$ cat src/rtl/pc_stack_unit.sv
// rtl/pc_stack_unit.sv - program counter, return-address stack and halt state
module pc_stack_unit #(
    parameter int ADDR_W   = 8,
    parameter int DEPTH    = 8,
    parameter int RESET_PC = 0
) (
    input  logic                       clk,
    input  logic                       rst_n,
    input  logic                       write_pc,
    input  logic [2:0]                 branch,
    input  logic                       push,
    input  logic                       pop,
    input  logic                       add_pc,
    input  logic                       brfl_control,
    input  logic                       brfl_flag,
    input  logic [ADDR_W-1:0]          reg_target,
    input  logic [ADDR_W-1:0]          imm_target,
    output logic [ADDR_W-1:0]          pc,
    output logic                       halted,
    output logic [$clog2(DEPTH):0]     stack_depth,
    output logic                       stack_overflow,
    output logic                       stack_underflow
);

    localparam int SW = $clog2(DEPTH);
    localparam int DW = SW + 1;

    localparam logic [2:0] BR_JR   = 3'b001;
    localparam logic [2:0] BR_HALT = 3'b011;
    localparam logic [2:0] BR_JPC  = 3'b100;

    typedef enum logic {
        ST_RUN  = 1'b0,
        ST_HALT = 1'b1
    } state_t;

    state_t            state_q, state_d;
    logic [ADDR_W-1:0] pc_q, pc_d;
    logic [DW-1:0]     depth_q, depth_d;
    logic              ovf_q, ovf_d;
    logic              unf_q, unf_d;
    logic              do_push;

    logic [ADDR_W-1:0] stack_mem [DEPTH];

    logic              full;
    logic              empty;
    logic [SW-1:0]     push_idx;
    logic [SW-1:0]     top_idx;
    logic [ADDR_W-1:0] top_entry;
    logic [ADDR_W-1:0] pc_inc;

    // Derived stack pointers; the index truncations are exact because DEPTH is a power of two
    always_comb begin
        full      = (depth_q == DW'(DEPTH));
        empty     = (depth_q == '0);
        push_idx  = SW'(depth_q);
        top_idx   = SW'(depth_q - DW'(1));
        top_entry = stack_mem[top_idx];
        pc_inc    = pc_q + ADDR_W'(1);
    end

    // Next-state decode: push/pop first, then conditional branch, then the branch field
    always_comb begin
        state_d = state_q;
        pc_d    = pc_q;
        depth_d = depth_q;
        ovf_d   = ovf_q;
        unf_d   = unf_q;
        do_push = 1'b0;
        if (state_q == ST_RUN && write_pc) begin
            if (push && pop) begin
                pc_d = pc_inc;
            end else if (push) begin
                if (!full) begin
                    do_push = 1'b1;
                    depth_d = depth_q + DW'(1);
                    pc_d    = imm_target;
                end else begin
                    ovf_d = 1'b1;
                    pc_d  = pc_inc;
                end
            end else if (pop) begin
                if (!empty) begin
                    depth_d = depth_q - DW'(1);
                    pc_d    = top_entry + ADDR_W'(add_pc);
                end else begin
                    unf_d = 1'b1;
                    pc_d  = pc_inc;
                end
            end else if (brfl_control) begin
                pc_d = brfl_flag ? imm_target : pc_inc;
            end else begin
                case (branch)
                    BR_JR:   pc_d = reg_target;
                    BR_JPC:  pc_d = imm_target;
                    BR_HALT: state_d = ST_HALT;
                    default: pc_d = pc_inc;
                endcase
            end
        end
    end

    // Architectural state register; reset overrides any commit on the same edge
    always_ff @(posedge clk) begin
        if (!rst_n) begin
            state_q <= ST_RUN;
            pc_q    <= ADDR_W'(RESET_PC);
            depth_q <= '0;
            ovf_q   <= 1'b0;
            unf_q   <= 1'b0;
        end else begin
            state_q <= state_d;
            pc_q    <= pc_d;
            depth_q <= depth_d;
            ovf_q   <= ovf_d;
            unf_q   <= unf_d;
        end
    end

    // Stack storage; entries are never cleared, and a push under reset is suppressed
    always_ff @(posedge clk) begin
        if (rst_n && do_push) begin
            stack_mem[push_idx] <= pc_q;
        end
    end

    assign pc              = pc_q;
    assign halted          = (state_q == ST_HALT);
    assign stack_depth     = depth_q;
    assign stack_overflow  = ovf_q;
    assign stack_underflow = unf_q;

endmodule

$ cat config.mk
export PLATFORM = sky130hd
export DESIGN_NAME = pc_stack_unit
export DESIGN_NICKNAME = d
export VERILOG_FILES = /design/src/rtl/pc_stack_unit.sv
export SDC_FILE = /design/constraint.sdc
export NUM_CORES = 1
export LEC_CHECK = 0
export BUFFER_PORTS_ARGS = -buffer_cell sky130_fd_sc_hd__buf_2
export CORE_ASPECT_RATIO = 1.75
export CORE_UTILIZATION = 60
export CTS_CLUSTER_SIZE = 20
export DETAILED_ROUTE_END_ITERATION = 10
export GPL_ROUTABILITY_DRIVEN = 0
export PLACE_DENSITY_LB_ADDON = 0.05
export RECOVER_POWER = 25
export SYNTH_ARGS = -nofsm -noshare
export SYNTH_HDL_FRONTEND = slang
export SYNTH_SLANG_ARGS = --single-unit
$ cat constraint.sdc
create_clock -name clk -period 3.96 [get_ports clk]
set_input_delay 0 -clock clk [delete_from_list [all_inputs] [get_ports clk]]
set_output_delay 0 -clock clk [all_outputs]
set_load 0.05 [all_outputs]
# Word-level counts from Yosys, hierarchy flattened

Memories as Yosys holds them, arrays and structs flattened.
Cells that the tools add are included.

Mux-type cells: 18
Reduce and logical (&&, ||, !) cells: 10
Bitwise logic cells: 5
Add/sub/neg operators: 4
Equal/unequal tests: 7

Operators by type and width:

| operator                                                            | count |
|---|---|
| 8-bit 2-to-1 mux                                                    | 7 |
| 8-bit one-hot mux with 3 select lines                               | 1 |
| 4-bit 2-to-1 mux                                                    | 4 |
| 5-bit AND reduction                                                 | 2 |
| 8-bit by 1-bit adder with 8-bit output                              | 1 |
| 8-bit by 1-bit adder with 8-bit output (second input constant)      | 1 |
| 1-bit 2-to-1 mux                                                    | 6 |
| 6-bit AND reduction                                                 | 1 |
| 5-bit != test (second input constant)                               | 1 |
| 1-bit inverter                                                      | 5 |
| 4-bit by 1-bit adder with 4-bit output (second input constant)      | 1 |
| 4-bit == test (second input constant)                               | 1 |
| 4-bit logical NOT                                                   | 1 |
| 2-bit != test (second input constant)                               | 2 |
| 4-bit AND reduction                                                 | 1 |
| 4-bit by 1-bit subtractor with 4-bit output (second input constant) | 1 |
| 3-bit by 1-bit == test with 1-bit output (second input constant)    | 1 |
| 3-bit by 2-bit == test with 1-bit output (second input constant)    | 1 |
| 3-bit == test (second input constant)                               | 1 |
| 1-bit logical AND                                                   | 3 |
| 2-bit AND reduction                                                 | 1 |
| 2-bit nonzero test                                                  | 1 |

Memories kept: 1
Output and inout bits: 15
Bits in writable memories: 64
Bits in registers: 15
Logic and storage cells: 50
Input bits: 27

Memory list:

| name      | words | width | rd ports | clocked after memory_dff | wr ports | RTL line | text |
|---|---|---|---|---|---|---|---|
| stack_mem | 8     | 8     | 1        | 0                        | 1        | 44       | `logic [ADDR_W-1:0] stack_mem [DEPTH];` |

# Logic depth before layout (Yosys ltp)

Gate-level depths: netlist (run 1).

Word-level depth: 8
Mapped depth: 15
Depth with buffers taken out: 11

# Worst setup path before layout (run 1)

OpenSTA, ideal clock, no wires.

Kind: register to register
From: reg depth_q[0], in the netlist stack_depth[0]
To: mem stack_mem[1][0] (enable)
Period minus slack after synthesis: 3.375 ns
Setup time: 0.383 ns
Cell stages (with the launch flop): 11
Setup slack: 0.585 ns
Arrival time: 2.991 ns
Cells stage by stage: dfxtp_1 buf_6 buf_6 inv_1 ha_1 and3b_1 clkbuf_1 clkbuf_1 nor4_1 nand2_1 nor3_1

Longest elaborated chain between the ends: 8

RTL lines:

| what                                   | RTL line | text |
|---|---|---|
| start, declared                        | 39       | `logic [DW-1:0] depth_q, depth_d;` |
| start signal, assigned                 | 115      | `depth_q <= depth_d;` |
| 4-bit == test                          | 55       | `full = (depth_q == DW'(DEPTH));` |
| 1-bit 2-to-1 mux                       | 75       | `if (!full) begin` |
| 1-bit 2-to-1 mux                       | 74       | `end else if (push) begin` |
| 1-bit 2-to-1 mux                       | 72       | `if (push && pop) begin` |
| 1-bit 2-to-1 mux                       | 71       | `if (state_q == ST_RUN && write_pc) begin` |
| 1-bit logical AND                      | 123      | `if (rst_n && do_push) begin` |
| 1-bit 2-to-1 mux                       | 123      |  |
| 1-bit 2-to-1 mux (not written as such) | 124      | `stack_mem[push_idx] <= pc_q;` |
| end, declared                          | 44       |  |

Parallel ways exist; a longest one is shown, timed or not.

# Worst setup path in the final report (run 1)

From: reg depth_q[1], in the netlist stack_depth[1]
To: reg pc_q[2], in the netlist pc[2]

Longest elaborated chain between the ends: 7
Elaborated cells on any way between the ends: 10

RTL lines:

| what                                        | RTL line | text |
|---|---|---|
| 4-bit by 1-bit subtractor with 4-bit output | n/a      |  |
| memory 8 x 8 bit                            | n/a      |  |
| 8-bit by 1-bit adder with 8-bit output      | 86       | `pc_d = top_entry + ADDR_W'(add_pc);` |
| 8-bit 2-to-1 mux                            | 84       | `if (!empty) begin` |
| 8-bit 2-to-1 mux                            | 83       | `end else if (pop) begin` |
| 8-bit 2-to-1 mux *                          | 74       |  |
| 8-bit 2-to-1 mux *                          | 72       |  |
| end signal, assigned                        | 108      | `pc_q <= ADDR_W'(RESET_PC);` |
| end signal, assigned                        | 114      | `pc_q <= pc_d;` |
| end, declared                               | 38       | `logic [ADDR_W-1:0] pc_q, pc_d;` |

Every way passes the cells marked *; elsewhere a longest branch is shown, timed or not.
A chain may end at the register's enable or synchronous reset.

==> results of run 1 <==
## through the flow
stage	util, %	area [um2]	power [mW]	hold WS [ns]	instances
5_1_grt	68.73	4936	2.227	0.09548	502
3_5_place_dp	65.02	4669	1.443	0.2903	486
2_1_floorplan	-	4428	1.329	0.1628	373
6_report	68.73	4936	2.150	0.09070	502
4_1_cts	68.73	4936	2.157	0.08662	502
3_3_place_gp	65.02	4669	1.431	0.2808	486
## routing by layer
metal  vias to the layer above  GRT usage [%]
li1                       1524              -
met1                      1584          33.05
met2                       140          52.12
met3                        30          5.118
met4                         0          17.59
met5                         -              0
## cells by family (layout without fill, tap and decap cells)
group | after synthesis | count (layout) | share of synthesized area, %
AOI/OAI and AO/OA | 87 | 87 | 13.62
buffers and inverters | 35 | 78 | 4.069
muxes | 32 | 32 | 12.74
DFF | 79 | 79 | 50.18
and+or+nand+nor | 114 | 114 | 13.39
xor gates and xnor gates | 18 | 18 | 3.730
adders and majority gates | 8 | 8 | 2.261
## flip-flops by register name, indices dropped and copies added (netlist names)
name,flops
stack_overflow,1
stack_depth,4
pc,8
halted,1
stack_mem,64
stack_underflow,1
## power by group through the flow
stage               logic (mW)  registers (mW)  clock network (mW)
floorplan                0.322            1.01                   0
global placement         0.455           0.976                   0
detailed placement       0.466           0.977                   0
CTS                      0.473           0.961               0.723
global route             0.509           0.965               0.752
finish                   0.475           0.961               0.713
## critical path, cell delays in order (launching register included)
cell	delay, ns
dfxtp_1	0.48
inv_1	0.11
ha_1	0.58
mux4_1	0.40
mux2_2	0.29
ha_1	0.23
ha_1	0.23
inv_1	0.10
xnor2_1	0.11
a2111oi_0	0.45
a21oi_1	0.14
## Yosys cell counts (5+ instances only)
cell and n:
o211ai_1 11, a31oi_1 7, and2_1 5, edfxtp_1 64
a21oi_1 16, xor2_1 7, nand2_1 25, nand3_1 12
dfxtp_1 15, o21ai_0 15, clkbuf_1 15, xnor2_1 10
nand2b_1 5, a22oi_1 5, mux4_1 14, a211oi_1 6
nor2b_1 7, ha_1 8, nor2_1 31, mux2i_1 14
inv_1 13
## worst max path at each step
stage | to | start | slack [ns]
2_1_floorplan | stack_mem[1][0] | stack_depth[0] | 0.59
3_3_place_gp | pc[2] | stack_depth[1] | 1.00
3_5_place_dp | pc[2] | stack_depth[1] | 0.77
4_1_cts | pc[2] | stack_depth[1] | 0.73
5_1_grt | pc[2] | stack_depth[1] | 0.55
6_report | pc[2] | stack_depth[1] | 0.69
## repair_timing
action	CTS	global route
endpoints found under the hold margin	1	0
buffers inserted	0	0
hold buffers	1	0
## final cells by class
| class | count | share of cell area [%] |
|---|---|---|
| Timing Repair Buffer | 50 | 5.577 |
| Clock inverter | 4 | 0.4816 |
| Tap cell | 86 | 2.180 |
| Multi-Input combinational cell | 259 | 41.04 |
| Inverter | 13 | 0.9886 |
| Sequential cell | 79 | 45.02 |
| Clock buffer | 11 | 4.715 |
==> impl_metrics.tcl, run 1 <==
set metrics [dict create \
    hp-start "rst_n" \
    drt_iter0_drc 251 \
    synth-seq-cells 79 \
    p_int_mw 1.526 \
    synth-edff-count 64 \
    power.density_mw_per_mm2 435.5 \
    clock_sinks 79 \
    final-seq-area_mm2 0.002222 \
    wl_met2_um 5731 \
    ys_types 59 \
    clkTransAtPathRegs_ns 0.06 \
    dp_slack_ns 0.7712 \
    max_slew_margin_pct 38.26 \
    finalNetCount 447 \
    power.net_switching_mw 0.6242 \
    drive_above_1_share_pct 17.79 \
    fmax_ghz 0.3059 \
    drv_slew 0 \
    drv_cap 0 \
    rsz0062_at_grt "false" \
    setup-tns-final_ns 0 \
    viasPerCell 6.530 \
    synthesis.nets 408 \
    ys_seq_area_share_pct 50.18 \
    synth_area_mm2 0.004428 \
    outcome "completed" \
    ios 42 \
    finalSetupViolations 0 \
    cp-start-kind "flip-flop" \
    postSynthCellCount 373 \
    areaGrowthSynthToFinish_pct 11.47 \
    fp-row-count 41 \
    insertion_delay_ns 0.33 \
    p_leak_nw 1.813 \
    antenna_found_initial 0 \
    layout_common_cells "64 x edfxtp_1, 41 x buf_2, 31 x nor2_1, 25 x nand2_1, 16 x a21oi_1" \
    met3_length_um 471 \
    fin_crit_ns 3.269 \
    hold_depth 2 \
    grt_pass1_wl_um 16480 \
    wirelength_um 10650 \
    critPathKind "flip-flop to flip-flop" \
    r2r_slack_ns 0.69 \
    yosysTopAreaCell "edfxtp_1" \
    rr_worst_depth 10 \
    top_layer "met4" \
    synth_top_cell_area_share_pct 43.40 \
    grt_usage_pct 29.82 \
    synthFlopType "edfxtp_1" \
    fillCellCount 546 \
    fin_crit_sh_pct 82.55 \
    first_pass_iters 5 \
    timing.final.ws_setup_ns 0.6910 \
    clkPwrFrac_pct 33.2 \
    drcViolationCount 0 \
    dieWidth_um 66.94 \
    worst_pin_slew_ns 0.9144 \
    hp-class "primary input to flip-flop" \
    pwr-share-seq_pct 44.7 \
    yosys-top-cells-area "edfxtp_1 43%, mux4_1 8.3%, dfxtp_1 6.8%" \
    finalClockSkew_ns 0.008118 \
    start_util_pct 61.66 \
    worstPathRequired_ns 4.15 \
    htreeDepth 3 \
    synthArstFlopShare_pct 0 \
    cts_buffers 9 \
    wl_met1_um 4030 \
    vias 3278 \
    reg2reg_from "stack_depth[1]" \
    wl_per_cell_um 21.22 \
    switching_share_pct 29.04 \
    hold_path_end "halted" \
    grt_max_degree 21 \
    end_kind "flip-flop" \
    share_comb_of_total_power_pct 22.1 \
    path_max_fanout 10 \
    ir_worst_vdd_mv 0.1879 \
    dpl.hpwl_um 7711 \
    cts_resized 0 \
    antenna_cells 0 \
    grt_pass1_vias 3188 \
    coreArea_mm2 0.007182 \
    syn_avg_cell_area_um2 11.87 \
    finalHoldViolCount 0 \
    postRouteAntennaNets 0 \
    yosysWarnings 0 \
    arrival_ns 3.46 \
    cts_buffer_depth 2 \
    die_h_um 115.6 \
    layout_commonest_cell "edfxtp_1" \
    multi_input_area_mm2 0.002026 \
    cts_tree "yes" \
    port-buffer-count 41 \
    gr-total-overflow 0 \
    rr_endpoint "pc[2]" \
    dieArea_mm2 0.007741 \
    clock-root-buffer "clkbuf_16" \
]
Power figures use the tool's default switching activity.
==> run 2, diff against run 1 <==
--- a/config.mk
+++ b/config.mk
@@ -5,9 +5,10 @@
 export SDC_FILE = /design/constraint.sdc
 export NUM_CORES = 1
 export LEC_CHECK = 0
+export ABC_AREA = 1
 export BUFFER_PORTS_ARGS = -buffer_cell sky130_fd_sc_hd__buf_2
 export CORE_ASPECT_RATIO = 1.75
-export CORE_UTILIZATION = 60
+export CORE_UTILIZATION = 54
 export CTS_CLUSTER_SIZE = 20
 export DETAILED_ROUTE_END_ITERATION = 10
 export GPL_ROUTABILITY_DRIVEN = 0
==> constraint.sdc (replaced) <==
create_clock -name clk -period 3 [get_ports clk]
set_input_delay 0 -clock clk [delete_from_list [all_inputs] [get_ports clk]]
set_output_delay 0 -clock clk [all_outputs]
set_load 0.05 [all_outputs]
==> run 2 against run 1 <==
Maximum frequency is 21% higher. Area after synthesis is 2.0% higher. Worst setup slack worse by 0.40 ns. Count of clock-buffer cells in the layout is 2 higher. Critical endpoint is now pc[6].
==> impl_metrics.tcl, run 2 <==
set metrics [dict create \
    outcome "completed" \
    pwr-share-seq_pct 44.6 \
    clkTransAtPathRegs_ns 0.06 \
    regMostFlops "stack_mem" \
    dieArea_mm2 0.008749 \
    drive_above_1_share_pct 14.29 \
    clkPwrFrac_pct 33.3 \
    synthesis.nets 599 \
    finalClockSkew_ns 0.006337 \
    fillCellCount 726 \
    crit_family "adder cells" \
    power.density_mw_per_mm2 542.0 \
    dp_cells 695 \
    critPathKind "flip-flop to flip-flop" \
    synth_area_mm2 0.004517 \
    fp-row-count 43 \
    finalNetCount 654 \
    crit_chain "clkinv_1, ha_1, inv_4, o21ai_0, o22ai_1, nor2_1, a31oi_1, ha_2, ha_2, inv_1, nor3_2, a21oi_1, o21bai_1, nand2_1, nand2_1, a21oi_1" \
    dieWidth_um 71.14 \
    clock-root-buffer "clkbuf_16" \
    yosysTopAreaCell "edfxtp_1" \
    cp_num_buf_inv 3 \
    hold_depth 5 \
    layout_common_cells "156 x nand2_1, 82 x inv_1, 64 x edfxtp_1, 52 x nand3_1, 41 x buf_2" \
    cp-start-kind "flip-flop" \
    max_slew_margin_pct 53.44 \
    finalSetupViolations 0 \
    syn_avg_cell_area_um2 8.009 \
    antenna_found_initial 0 \
    ys_top_cells_by_count "156 x nand2_1, 82 x inv_1, 64 x edfxtp_1, 52 x nand3_1, 38 x o21ai_0" \
    end_kind "flip-flop" \
    fin_crit_ns 2.711 \
    synth-edff-count 64 \
    postCtsSetupBuffers 0 \
    cts_buffer_depth 2 \
    cts_buffers 9 \
    multi_input_area_mm2 0.001862 \
    drcViolationCount 0 \
    coreArea_mm2 0.008016 \
    fin_crit_sh_pct 90.38 \
    final-seq-area_mm2 0.002227 \
    clock_sinks 79 \
    postSynthCellCount 564 \
    p_leak_nw 2.313 \
    areaGrowthSynthToFinish_pct 13.96 \
    insertion_delay_ns 0.33 \
    htreeDepth 3 \
    drt_iter0_drc 374 \
    cts_tree "yes" \
    worstPathRequired_ns 3.21 \
    power.net_switching_mw 0.8382 \
    grt_usage_pct 28.22 \
    dpl.hpwl_um 8367 \
    instances_no_fill 713 \
    synthFlopType "edfxtp_1" \
    worst_pin_slew_ns 0.6984 \
    die_h_um 123.0 \
    start_util_pct 56.34 \
    antenna_cells 0 \
    grt_pass1_vias 3811 \
    synthArstFlopShare_pct 0 \
    cp.depth 16 \
    wirelength_um 11460 \
    synth-seq-cells 79 \
    yosysWarnings 0 \
    largest_reg_flops 64 \
    ys_seq_area_share_pct 49.20 \
    viasPerCell 5.544 \
    drv_slew 0 \
    gr-total-overflow 0 \
    drv_cap 0 \
    yosys-top-cells-area "edfxtp_1 43%, nand2_1 13%, inv_1 6.8%" \
    ys_types 40 \
    arrival_ns 2.92 \
    rr_worst_depth 16 \
    first_pass_iters 5 \
    post-synth-top-count-cell "nand2_1" \
    p_int_mw 1.952 \
    hp-class "primary input to flip-flop" \
    grt_max_degree 39 \
    vias 3953 \
    grt_pass1_wl_um 18380 \
    fmax_ghz 0.3688 \
    port-buffer-count 41 \
    layout_commonest_cell "nand2_1" \
    synth_top_cell_area_share_pct 42.55 \
    postRouteAntennaNets 0 \
    ios 42 \
    share_comb_of_total_power_pct 22.1 \
    setup-tns-final_ns 0 \
    path_max_fanout 16 \
    finalHoldViolCount 0 \
    ir_worst_vdd_mv 0.3102 \
    switching_share_pct 30.04 \
    slowest_delay_ns 0.37 \
    wl_per_cell_um 16.07 \
    slowest_stage "dfxtp_2" \
    rsz0062_at_grt "false" \
]
==> run 2: power by group through the flow <==
stage | sequential (mW) | clock, mW | combinational [mW]
3_3_place_gp | 1.26 | 0 | 0.603
6_report | 1.24 | 0.929 | 0.618
2_1_floorplan | 1.31 | 0 | 0.411
3_5_place_dp | 1.27 | 0 | 0.612
5_1_grt | 1.25 | 0.982 | 0.685
4_1_cts | 1.24 | 0.938 | 0.619
==> run 2: final timing paths <==
path,from,to,slack (ns)
max,stack_depth[1],pc[6],0.29
min,imm_target[0],pc[0],0.04
max reg2reg,stack_depth[1],pc[6],0.29
min reg2reg,halted,halted,0.47
==> run 2: layout make-up <==
type / instances / share of cell area, %
clock inverters: 2 / 0.1702
inverters: 91 / 6.782
well taps: 90 / 2.188
flip-flops and latches: 79 / 43.27
clock buffers: 13 / 4.667
multi-input cells: 378 / 36.17
repair buffers: 60 / 6.757
==> run 2: cell families after synthesis <==
kind of cell / after synthesis / synth area share, %
DFF: 79 / 49.20
buffers and inverters: 107 / 9.834
and+or+nand+nor: 268 / 25.62
AOI/OAI and AO/OA: 95 / 11.77
xor gates and xnor gates: 7 / 1.357
adders and majority gates: 8 / 2.216
==> run 2: worst reg2reg max path: cells and delay by family (launching register included) <==
kind	cells	cell delay, ns
flops	1	0.37
compound gates	6	0.72
simple gates	4	0.39
buf+inv	3	0.35
fa+ha+maj	3	0.75
==> run 2: through the flow <==
step	power (mW)	setup slack [ns]	hold slack [ns]	utilization (%)	instance area [um2]
final	2.790	0.2885	0.03644	64.21	5147
after global routing	2.914	0.06969	0.07030	64.21	5147
after CTS	2.799	0.3018	0.02636	64.30	5155
after detailed placement	1.878	0.3284	0.2790	60.82	4876
after global placement	1.867	0.4276	0.2643	60.82	4876
after floorplan	1.719	0.001800	0.1284	-	4546
==> run 2: what timing repair did <==
action,CTS,global route
endpoints found under the hold margin,6,0
gates resized for setup,0,0
hold buffers,3,0
==> run 2: routing by layer <==
layer / GRT usage (%) / part of all wire (%) / up-vias
li1: - / - / 1973
met1: 28.93 / 38 / 1804
met2: 54.03 / 54 / 134
met3: 3.341 / 3.7 / 42
met4: 16.75 / 4.9 / 0
met5: 0 / 0 / -
==> run 3, diff against run 2 <==
--- a/config.mk
+++ b/config.mk
@@ -9,6 +9,7 @@
 export BUFFER_PORTS_ARGS = -buffer_cell sky130_fd_sc_hd__buf_2
 export CORE_ASPECT_RATIO = 1.75
 export CORE_UTILIZATION = 54
+export CTS_BUF_LIST = sky130_fd_sc_hd__clkbuf_16
 export CTS_CLUSTER_SIZE = 20
 export DETAILED_ROUTE_END_ITERATION = 10
 export GPL_ROUTABILITY_DRIVEN = 0
==> run 3 against run 2 <==
Flip-flop and latch count unchanged. Largest cell class unchanged. Largest power group unchanged. Combinational power barely moved. Critical path type unchanged. Utilization did not move.
==> impl_metrics.tcl, run 3 (synthesis gave the netlist of run 2 again) <==
set metrics [dict create \
    pwr-share-seq_pct 44.7 \
    whs_ns 0.03590 \
    vias 3957 \
    power.net_switching_mw 0.8432 \
    arrival_ns 2.92 \
    fillCellCount 726 \
    finalHoldViolCount 0 \
    final-seq-area_mm2 0.002227 \
    cp.depth 16 \
    drv_slew 0 \
    finalNetCount 654 \
    htreeDepth 3 \
    cp_num_buf_inv 3 \
    largest_reg_flops 64 \
    postCtsSetupBuffers 0 \
    rsz0062_at_grt "false" \
    crit_family "adder cells" \
    drcViolationCount 0 \
    critPathKind "flip-flop to flip-flop" \
    ir_worst_vdd_mv 0.3102 \
    path_max_fanout 16 \
    cts_tree "yes" \
    clock-root-buffer "clkbuf_16" \
    wl_met1_um 4326 \
    worstPathRequired_ns 3.21 \
    met3_length_um 441 \
    setup-tns-final_ns 0 \
    grt_pass1_wl_um 18380 \
    dp_slack_ns 0.3284 \
    fin_crit_sh_pct 90.39 \
    hold_depth 5 \
    drive_above_1_share_pct 14.29 \
    worst_pin_slew_ns 0.6944 \
    layout_commonest_cell "nand2_1" \
    grt_pass1_vias 3811 \
    areaGrowthSynthToFinish_pct 13.96 \
    start_util_pct 56.34 \
    port-buffer-count 41 \
    insertion_delay_ns 0.33 \
    timing.final.ws_setup_ns 0.2883 \
    coreArea_mm2 0.008016 \
    postRouteAntennaNets 0 \
    clkPwrFrac_pct 33.1 \
    wirelength_um 11480 \
    grt_max_degree 39 \
    wl_met2_um 6175 \
    end_kind "flip-flop" \
    fp-row-count 43 \
    fmax_ghz 0.3688 \
    top_layer "met4" \
    clock_sinks 79 \
    multi_input_area_mm2 0.001862 \
    p_int_mw 1.938 \
    switching_share_pct 30.32 \
    cts_buffer_depth 2 \
    cts_buffers 9 \
    hp-class "primary input to flip-flop" \
    finalClockSkew_ns 0.007486 \
    p_leak_nw 2.329 \
    viasPerCell 5.550 \
    drv_cap 0 \
    wl_per_cell_um 16.09 \
    clkTransAtPathRegs_ns 0.06 \
    total_power_mw 2.781 \
    grt_usage_pct 28.22 \
    max_slew_margin_pct 53.71 \
    rr_worst_depth 16 \
    crit_chain "clkinv_1, ha_1, inv_4, o21ai_0, o22ai_1, nor2_1, a31oi_1, ha_2, ha_2, inv_1, nor3_2, a21oi_1, o21bai_1, nand2_1, nand2_1, a21oi_1" \
    slowest_delay_ns 0.37 \
    dpl.hpwl_um 8367 \
    cts_hold_buf 3 \
    cp-start-kind "flip-flop" \
    layout_common_cells "156 x nand2_1, 86 x inv_1, 64 x edfxtp_1, 52 x nand3_1, 41 x buf_2" \
    drt_iter0_drc 390 \
    die_h_um 123.0 \
    cts_resized 0 \
    dieWidth_um 71.14 \
    regMostFlops "stack_mem" \
    ios 42 \
    share_comb_of_total_power_pct 22.2 \
    finalSetupViolations 0 \
    antenna_found_initial 0 \
    slowest_stage "dfxtp_2" \
    fin_crit_ns 2.712 \
    power.density_mw_per_mm2 540.3 \
    gr-total-overflow 0 \
    first_pass_iters 5 \
    dieArea_mm2 0.008749 \
    antenna_cells 0 \
    outcome "completed" \
]
[run 3: power groups by stage]
stage | combinational (mW) | sequential, mW | clock, mW
final | 0.618 | 1.24 | 0.921
after global routing | 0.685 | 1.25 | 0.969
after CTS | 0.619 | 1.24 | 0.925
after detailed placement | 0.612 | 1.27 | 0
after global placement | 0.603 | 1.26 | 0
after floorplan | 0.411 | 1.31 | 0
[run 3: metal layers]
layer	vias to the layer above	global-route usage, %
met1	1805	28.93
met3	38	3.341
met5	-	0
met2	139	54.03
li1	1975	-
met4	0	16.75
[run 3: cell type report]
type | instances | share of cell area, %
clock inverter | 6 | 0.4618
clock buffer | 9 | 4.375
sequential | 79 | 43.27
multi-input combinational | 378 | 36.17
tap | 90 | 2.188
inverter | 91 | 6.782
timing repair buffer | 60 | 6.757
[run 3: metrics by stage]
step	instance area [um2]	std cells	utilization, %
after floorplan	4546	564	-
after global placement	4876	695	60.82
after detailed placement	4876	695	60.82
after CTS	5155	713	64.30
after global routing	5147	713	64.21
final	5147	713	64.21
[run 3: final timing paths]
| kind | from | endpoint | slack (ns) |
|---|---|---|---|
| setup / recovery | stack_depth[1] | pc[6] | 0.29 |
| hold / removal | imm_target[0] | pc[0] | 0.04 |
| setup reg to reg | stack_depth[1] | pc[6] | 0.29 |
| hold reg to reg | halted | halted | 0.47 |
[run 3: tightest hold or removal path: cells and delay by family]
family / cells / cell delay, ns
simple gates: 3 / 0.16
buf+inv: 1 / 0.11
compound gates: 1 / 0.05
